`src/rtl/qr_out_reorder.sv`:
```
// Ping-pong capture of row-major 4x4 QR result bursts, drained column-major over valid/ready.
// Flags truncated bursts, dropped bursts and non-zero sub-diagonal R entries.
module qr_out_reorder #(
   parameter int DIM       = 4,
   parameter int R_WIDTH   = 12,
   parameter int Q_WIDTH   = 12,
   parameter int IDX_WIDTH = 4
) (
   input  logic                 clk,
   input  logic                 rst_n,
   input  logic                 in_valid,
   input  logic [R_WIDTH-1:0]   in_r,
   input  logic [Q_WIDTH-1:0]   in_q,
   output logic                 m_valid,
   input  logic                 m_ready,
   output logic [R_WIDTH-1:0]   m_r,
   output logic [Q_WIDTH-1:0]   m_q,
   output logic [IDX_WIDTH-1:0] m_idx,
   output logic                 m_last,
   output logic [1:0]           banks_full,
   output logic                 overflow,
   output logic                 tri_err,
   output logic                 trunc_err,
   input  logic                 clr_err
);
   // state | meaning
   // IDLE  | waiting for element 0 of a burst
   // CAPT  | storing elements 1..15 into bank wb
   // DROP  | no free bank; discarding until in_valid falls
   typedef enum logic [1:0] {IDLE, CAPT, DROP} wr_state_t;

   localparam int DEPTH = DIM * DIM;
   localparam logic [IDX_WIDTH-1:0] LAST_IDX = IDX_WIDTH'(DEPTH - 1);

   wr_state_t            state;
   logic [R_WIDTH-1:0]   bank_r [2][DEPTH];
   logic [Q_WIDTH-1:0]   bank_q [2][DEPTH];
   logic [1:0]           full;
   logic [1:0]           full_nxt;
   logic                 wb, rb;
   logic [IDX_WIDTH-1:0] wr_cnt, rd_cnt, rd_addr;
   logic                 rel, wb_free, wr_en, cap_done, tri_set, acc;

   // Column-major drain: row = c%4, col = c/4, so the address swaps the two index halves.
   assign rd_addr    = {rd_cnt[1:0], rd_cnt[3:2]};
   assign m_valid    = full[rb];
   assign m_r        = bank_r[rb][rd_addr];
   assign m_q        = bank_q[rb][rd_addr];
   assign m_idx      = rd_addr;
   assign m_last     = m_valid && (rd_cnt == LAST_IDX);
   assign banks_full = {1'b0, full[0]} + {1'b0, full[1]};

   always_comb begin
      acc      = m_valid && m_ready;
      rel      = acc && (rd_cnt == LAST_IDX);
      // A bank released by this cycle's final handshake can be reused immediately.
      wb_free  = !full[wb] || (rel && (rb == wb));
      wr_en    = in_valid && (((state == IDLE) && wb_free) || (state == CAPT));
      cap_done = in_valid && (state == CAPT) && (wr_cnt == LAST_IDX);
      tri_set  = wr_en && (wr_cnt[3:2] > wr_cnt[1:0]) && (in_r != '0);
      full_nxt = full;
      if (rel)      full_nxt[rb] = 1'b0;
      if (cap_done) full_nxt[wb] = 1'b1;
   end

   always_ff @(posedge clk or negedge rst_n) begin
      if (!rst_n) begin
         state     <= IDLE;
         full      <= '0;
         wb        <= 1'b0;
         rb        <= 1'b0;
         wr_cnt    <= '0;
         rd_cnt    <= '0;
         overflow  <= 1'b0;
         tri_err   <= 1'b0;
         trunc_err <= 1'b0;
         for (int b = 0; b < 2; b++) begin
            for (int i = 0; i < DEPTH; i++) begin
               bank_r[b][i] <= '0;
               bank_q[b][i] <= '0;
            end
         end
      end else begin
         full      <= full_nxt;
         trunc_err <= (state == CAPT) && !in_valid;
         overflow  <= (overflow && !clr_err) || ((state == IDLE) && in_valid && !wb_free);
         tri_err   <= (tri_err && !clr_err) || tri_set;

         if (rel) begin
            rb     <= ~rb;
            rd_cnt <= '0;
         end else if (acc) begin
            rd_cnt <= rd_cnt + 1'b1;
         end

         if (wr_en) begin
            bank_r[wb][wr_cnt] <= in_r;
            bank_q[wb][wr_cnt] <= in_q;
         end

         case (state)
            IDLE: begin
               if (in_valid) begin
                  if (wb_free) begin
                     state  <= CAPT;
                     wr_cnt <= wr_cnt + 1'b1;
                  end else begin
                     state <= DROP;
                  end
               end
            end
            CAPT: begin
               if (!in_valid) begin
                  wr_cnt <= '0;
                  state  <= IDLE;
               end else if (wr_cnt == LAST_IDX) begin
                  wb     <= ~wb;
                  wr_cnt <= '0;
                  state  <= IDLE;
               end else begin
                  wr_cnt <= wr_cnt + 1'b1;
               end
            end
            DROP: begin
               if (!in_valid) state <= IDLE;
            end
            default: state <= IDLE;
         endcase
      end
   end
endmodule
```
`config.mk`:
```
export PLATFORM = sky130hd
export DESIGN_NAME = qr_out_reorder
export DESIGN_NICKNAME = d
export VERILOG_FILES = /design/src/rtl/qr_out_reorder.sv
export SDC_FILE = /design/constraint.sdc
export NUM_CORES = 1
export LEC_CHECK = 0
export CELL_PAD_IN_SITES_DETAIL_PLACEMENT = 1
export CELL_PAD_IN_SITES_GLOBAL_PLACEMENT = 1
export CORE_UTILIZATION = 57
export CTS_CLUSTER_DIAMETER = 100
export DETAILED_ROUTE_END_ITERATION = 10
export HOLD_SLACK_MARGIN = 0.15
export MAX_ROUTING_LAYER = met4
export PLACE_DENSITY = 0.94
export SLEW_MARGIN = 0
export SYNTH_ARGS = -nofsm -noshare
export SYNTH_HDL_FRONTEND = slang
export SYNTH_SLANG_ARGS = --single-unit
```
`constraint.sdc`:
```
create_clock -name clk -period 4.9 [get_ports clk]
set_input_delay 0.98 -clock clk [delete_from_list [all_inputs] [get_ports clk]]
set_output_delay 0.98 -clock clk [all_outputs]
set_load 0.005 [all_outputs]
```
Word level (Yosys, flattened, before mapping)

Cells that the tools add are included.

Eq/ne operators: 9
Muxes and demuxes: 41
$add $sub $neg: 3
Reduce and logical (&&, ||, !) cells: 34
Bitwise gates (word level): 9
Magnitude comparators: 11

Operators by type and width:

| kind                                               | number |
|---|---|
| two-way mux 192 bit                                | 7 |
| bitwise mux 384 bit                                | 2 |
| demux 192 bit (select 1 bit)                       | 1 |
| binary-select mux 12 bit (select 4 bit)            | 2 |
| two-way mux 12 bit                                 | 5 |
| demux 12 bit (select 4 bit)                        | 1 |
| two-way mux 4 bit                                  | 6 |
| logical AND 1 bit                                  | 19 |
| two-way mux 2 bit                                  | 7 |
| nonzero test 12 bit                                | 1 |
| >= comparator 5 bit, second input constant         | 2 |
| NOT 4 -> 5 bit                                     | 2 |
| AND reduction 3 bit                                | 3 |
| adder 4 x 1 -> 4 bit, second input constant        | 2 |
| == test 4 bit, second input constant               | 2 |
| case mux 4 bit (2 select lines)                    | 1 |
| two-way mux 1 bit                                  | 6 |
| inequality test 2 bit, second input constant       | 3 |
| case mux 2 bit (3 select lines)                    | 1 |
| < comparator 5 x 1 -> 1 bit, second input constant | 1 |
| >= comparator 2 bit, second input constant         | 2 |
| logical NOT 1 bit                                  | 4 |
| logical OR 1 bit                                   | 4 |
| < comparator 1 x 2 -> 1 bit, second input constant | 2 |
| 16 further kinds                                   | 21 |

Flip-flop bits (word level): 785
Input bits: 29
Output and inout bits: 35

Depth between registers and ports, before layout

Depth after elaboration: 12
Depth in mapped cells: 8
Gate-level depth less buffers: 6

Worst setup path after synthesis

No wires, ideal clock.

Path type: register -> output
From: register rb
To: output m_q[3]
Required time: 3920 ps
Path slack: 2190 ps
Stages on the path, launching flop included: 8
Buffers on the path: 3
Data arrival time: 1730 ps
Cell sequence: dfrtp_1 buf_2 clkbuf_1 clkbuf_1 mux2i_1 a22oi_1 nand3_1 nand4_1

Longest elaborated chain between the ends: 7

RTL lines:

| item                                                    | RTL line | text |
|---|---|---|
| start: declaration                                      | 40       | `logic wb, rb;` |
| start signal: assignment                                | 90       | `rb <= ~rb;` |
| NOT 1 -> 2 bit (implied by the code)                    | 48       | `assign m_q = bank_q[rb][rd_addr];` |
| two-way mux 192 bit (implied by the code) (3 in series) | 48       |  |
| binary-select mux 12 bit (select 4 bit)                 | 48       |  |
| two-way mux 12 bit (implied by the code) (2 in series)  | 48       |  |
| end: declaration                                        | 17       | `output logic [Q_WIDTH-1:0] m_q,` |

No other way between the ends. The select of a mux whose other input is x is not followed.

Worst setup path after layout

From: register rb
To: output m_r[4]

Longest elaborated chain between the ends: 7

RTL lines:

| item                                                    | RTL line | text |
|---|---|---|
| NOT 1 -> 2 bit (implied by the code)                    | 47       | `assign m_r = bank_r[rb][rd_addr];` |
| two-way mux 192 bit (implied by the code) (3 in series) | 47       |  |
| binary-select mux 12 bit (select 4 bit)                 | 47       |  |
| two-way mux 12 bit (implied by the code) (2 in series)  | 47       |  |
| end: declaration                                        | 16       | `output logic [R_WIDTH-1:0] m_r,` |

No other way between the ends. The select of a mux whose other input is x is not followed.

==> qor.csv <==
stage;metric;value;unit
power_and_ir_drop;power_density;539;nW/µm²
layout;layout.nets;2748;
yosys;syn_nets;2772;
timing;worstMarginPinSlew;1.61;ns
timing;setup_viol;0;
grt;grt_pass1_vias;29353;
grt;track_usage;43.7;%
timing;drv_slew;49;
drt;ant_nets;0;
drt;routed_wl;149000;µm
floorplanning;die_h;258;µm
clocking;cts_max_path_buffers;3;
grt;grt_max_degree;116;
clocking;path_clk_slew;0.06;ns
clocking;cts-root-buf;clkbuf_16;
place;post-place-ws;0.843;ns
yosys;syn-cell-area;37400;µm²
floorplanning;core_region_area;64600;µm²
clocking;clock_sinks;785;
floorplanning;start_util;57.8;%
power_and_ir_drop;p_leak;18.5;nW
clocking;post_cts_buffers;0;
timing;fin_crit_sh;99.8;%
layout;mostFrequentLayoutCells;dfrtp_1 (783), mux2_2 (701), mux2i_1 (386), a22oi_1 (120), nand3_1 (101);
timing;hold_viol_final;0;
yosys;synth_edf_count;0;
yosys;syn_avg_cell_area;13.7;µm²
drt;drtIter0Drc;3907;
place;routabilityCongestion;0.841;
grt;grt_overflow;0;
power_and_ir_drop;ir_drop;0.403;mV
worst_setup_path;end_kind;primary output;
yosys;ys_types;41;
drt;wl_per_cell;40.9;µm
worst_setup_path;crit_path_start_kind;flop;
worst_setup_path;cp.required;3.92;ns
worst_setup_path;ff2ff_setup_slack;0.69;ns
worst_setup_path;worstPathMaxFanout;40;
layout;area_growth;10.1;%
layout;drive_gt1_share;34.3;%
clocking;cts_hold_buf;0;
drt;drt_first_pass_iters;8;
drt;viasPerCell;7.45;
drt;drc_errors;0;
timing;finalCriticalPeriod;4.89;ns
yosys;ys_seq_area_share;52.6;%
power_and_ir_drop;p_total;0.0222;W
yosys;async_reset_ff_share;100;%
worst_setup_path;crit_arrival;3.91;ns
clocking;cts_tree;yes;
floorplanning;rows;93;
yosys;synth-seq-cells;785;
timing;slew-limit-headroom;-7.99;%
drt;vias;27086;
grt;antenna_found_initial;7;
yosys;ys_warn_count;0;
outcome;violations;capacitance limit, slew limit;
hold_path;min_path_type;primary input to async pin;
floorplanning;fp.dieW;258;µm
floorplanning;die_area;66600;µm²
clocking;cts-htree-levels;3;
clocking;cts-resized-gates;0;
floorplanning;ios;64;
outcome;status;complete, but fails checks;
clocking;clock_latency;0.67;ns
yosys;synth_ff_type;dfrtp_1;
yosys;netlist_instances;2735;
clocking;numCtsBuffers;82;
worst_setup_path;worstSetupPathType;flop to primary output;
timing;max_freq;0.205;GHz
layout;fillers;5875;
place;hpwl;70000;µm
grt;grt_pass1_wl;207000;µm
layout;final_common_cell;dfrtp_1;
place;io_buffers;63;
timing;setup_ws;0.0111;ns
run;cap_violations;2;
timing;fin_skew;0.0268;ns
-- cell families after synthesis --
family | share of synthesized area (%)
compound gates | 6.00
xor+xnor | 0.0938
fa+ha+maj | 0.268
buf+inv | 3.98
flops | 52.6
mux | 33.6
simple gates | 3.48
-- stage by stage --
step | TNS [ns] | std cells | utilization (%) | hold slack, ns | cell area (µm²)
after floorplan | 0 | 2735 | - | 0.464 | 37400
after global placement | 0 | 3482 | 59.6 | 0.473 | 38500
after detailed placement | 0 | 3482 | 59.6 | 0.480 | 38500
after CTS | 0 | 3622 | 63.6 | 0.509 | 41100
after global routing | -0.0339 | 3633 | 63.7 | 0.522 | 41100
final | 0 | 3634 | 63.7 | 0.462 | 41100
-- final timing paths --
kind | start | end | cells after the start
max | rb | m_r[4] | 6
min | rst_n | bank_q[35] | 1
max reg2reg | rb | bank_q[327] | 6
min reg2reg | bank_r[132] | bank_r[132] | 1
max in group asynchronous | rst_n | bank_r[299] | 2
min in group clk | bank_r[132] | bank_r[132] | 1
-- report_power, final --
group | leakage, nW | switching (W) | internal (W)
clock network | 1.29 | 0.00297 | 0.00352
logic | 6.66 | 0.00344 | 0.00259
registers | 10.6 | 0.00152 | 0.00815
total | 18.5 | 0.00793 | 0.0143
-- critical path, cell delays in order, from the launching register on --
cell and delay, ns:
dfrtp_4 0.98, buf_4 0.57, mux2i_1 0.39, a22oi_1 0.17
nand3_1 0.18, nand4_1 0.32, clkdlybuf4s50_1 0.58
-- registers in the layout, indices dropped and copies added, names as in the netlist --
| register | cells |
|---|---|
| state | 2 |
| wr_cnt | 4 |
| bank_r | 384 |
| full | 2 |
| wb | 1 |
| trunc_err | 1 |
| rd_cnt | 4 |
| tri_err | 1 |
| bank_q | 384 |
| rb | 1 |
| overflow | 1 |
-- area by class of cell --
cell class | instances | area, µm² | area share, %
sequential | 785 | 19600 | 47.8
tap | 855 | 1070 | 2.60
antenna | 12 | 30.0 | 0.0730
clock buffer | 122 | 2460 | 5.98
multi-input combinational | 1689 | 16300 | 39.6
timing repair buffer | 146 | 1480 | 3.61
clock inverter | 18 | 126 | 0.307
inverter | 7 | 26.3 | 0.0639
-- synthesized netlist by cell type (26+ instances only) --
| library cell | n | area (µm²) |
|---|---|---|
| buf_6 | 58 | 653 |
| a21oi_1 | 76 | 380 |
| a22oi_1 | 120 | 901 |
| clkbuf_1 | 130 | 488 |
| nand3_1 | 101 | 505 |
| nand4_1 | 26 | 163 |
| buf_2 | 45 | 225 |
| mux2_1 | 69 | 777 |
| mux2i_1 | 387 | 3870 |
| o311ai_4 | 32 | 841 |
| nand2_1 | 82 | 308 |
| mux2_2 | 701 | 7890 |
| dfrtp_1 | 785 | 19600 |
| nor2_1 | 39 | 146 |
-- layer usage --
| metal | vias to the layer above | GRT usage [%] | share of wire (%) |
|---|---|---|---|
| li1 | 9903 | - | - |
| met1 | 13870 | 52.9 | 36 |
| met2 | 2347 | 64.6 | 45 |
| met3 | 966 | 11.6 | 11 |
| met4 | 0 | 28.8 | 8.5 |
| met5 | - | - | 0 |
No activity file was read; power rests on OpenSTA's default activity.
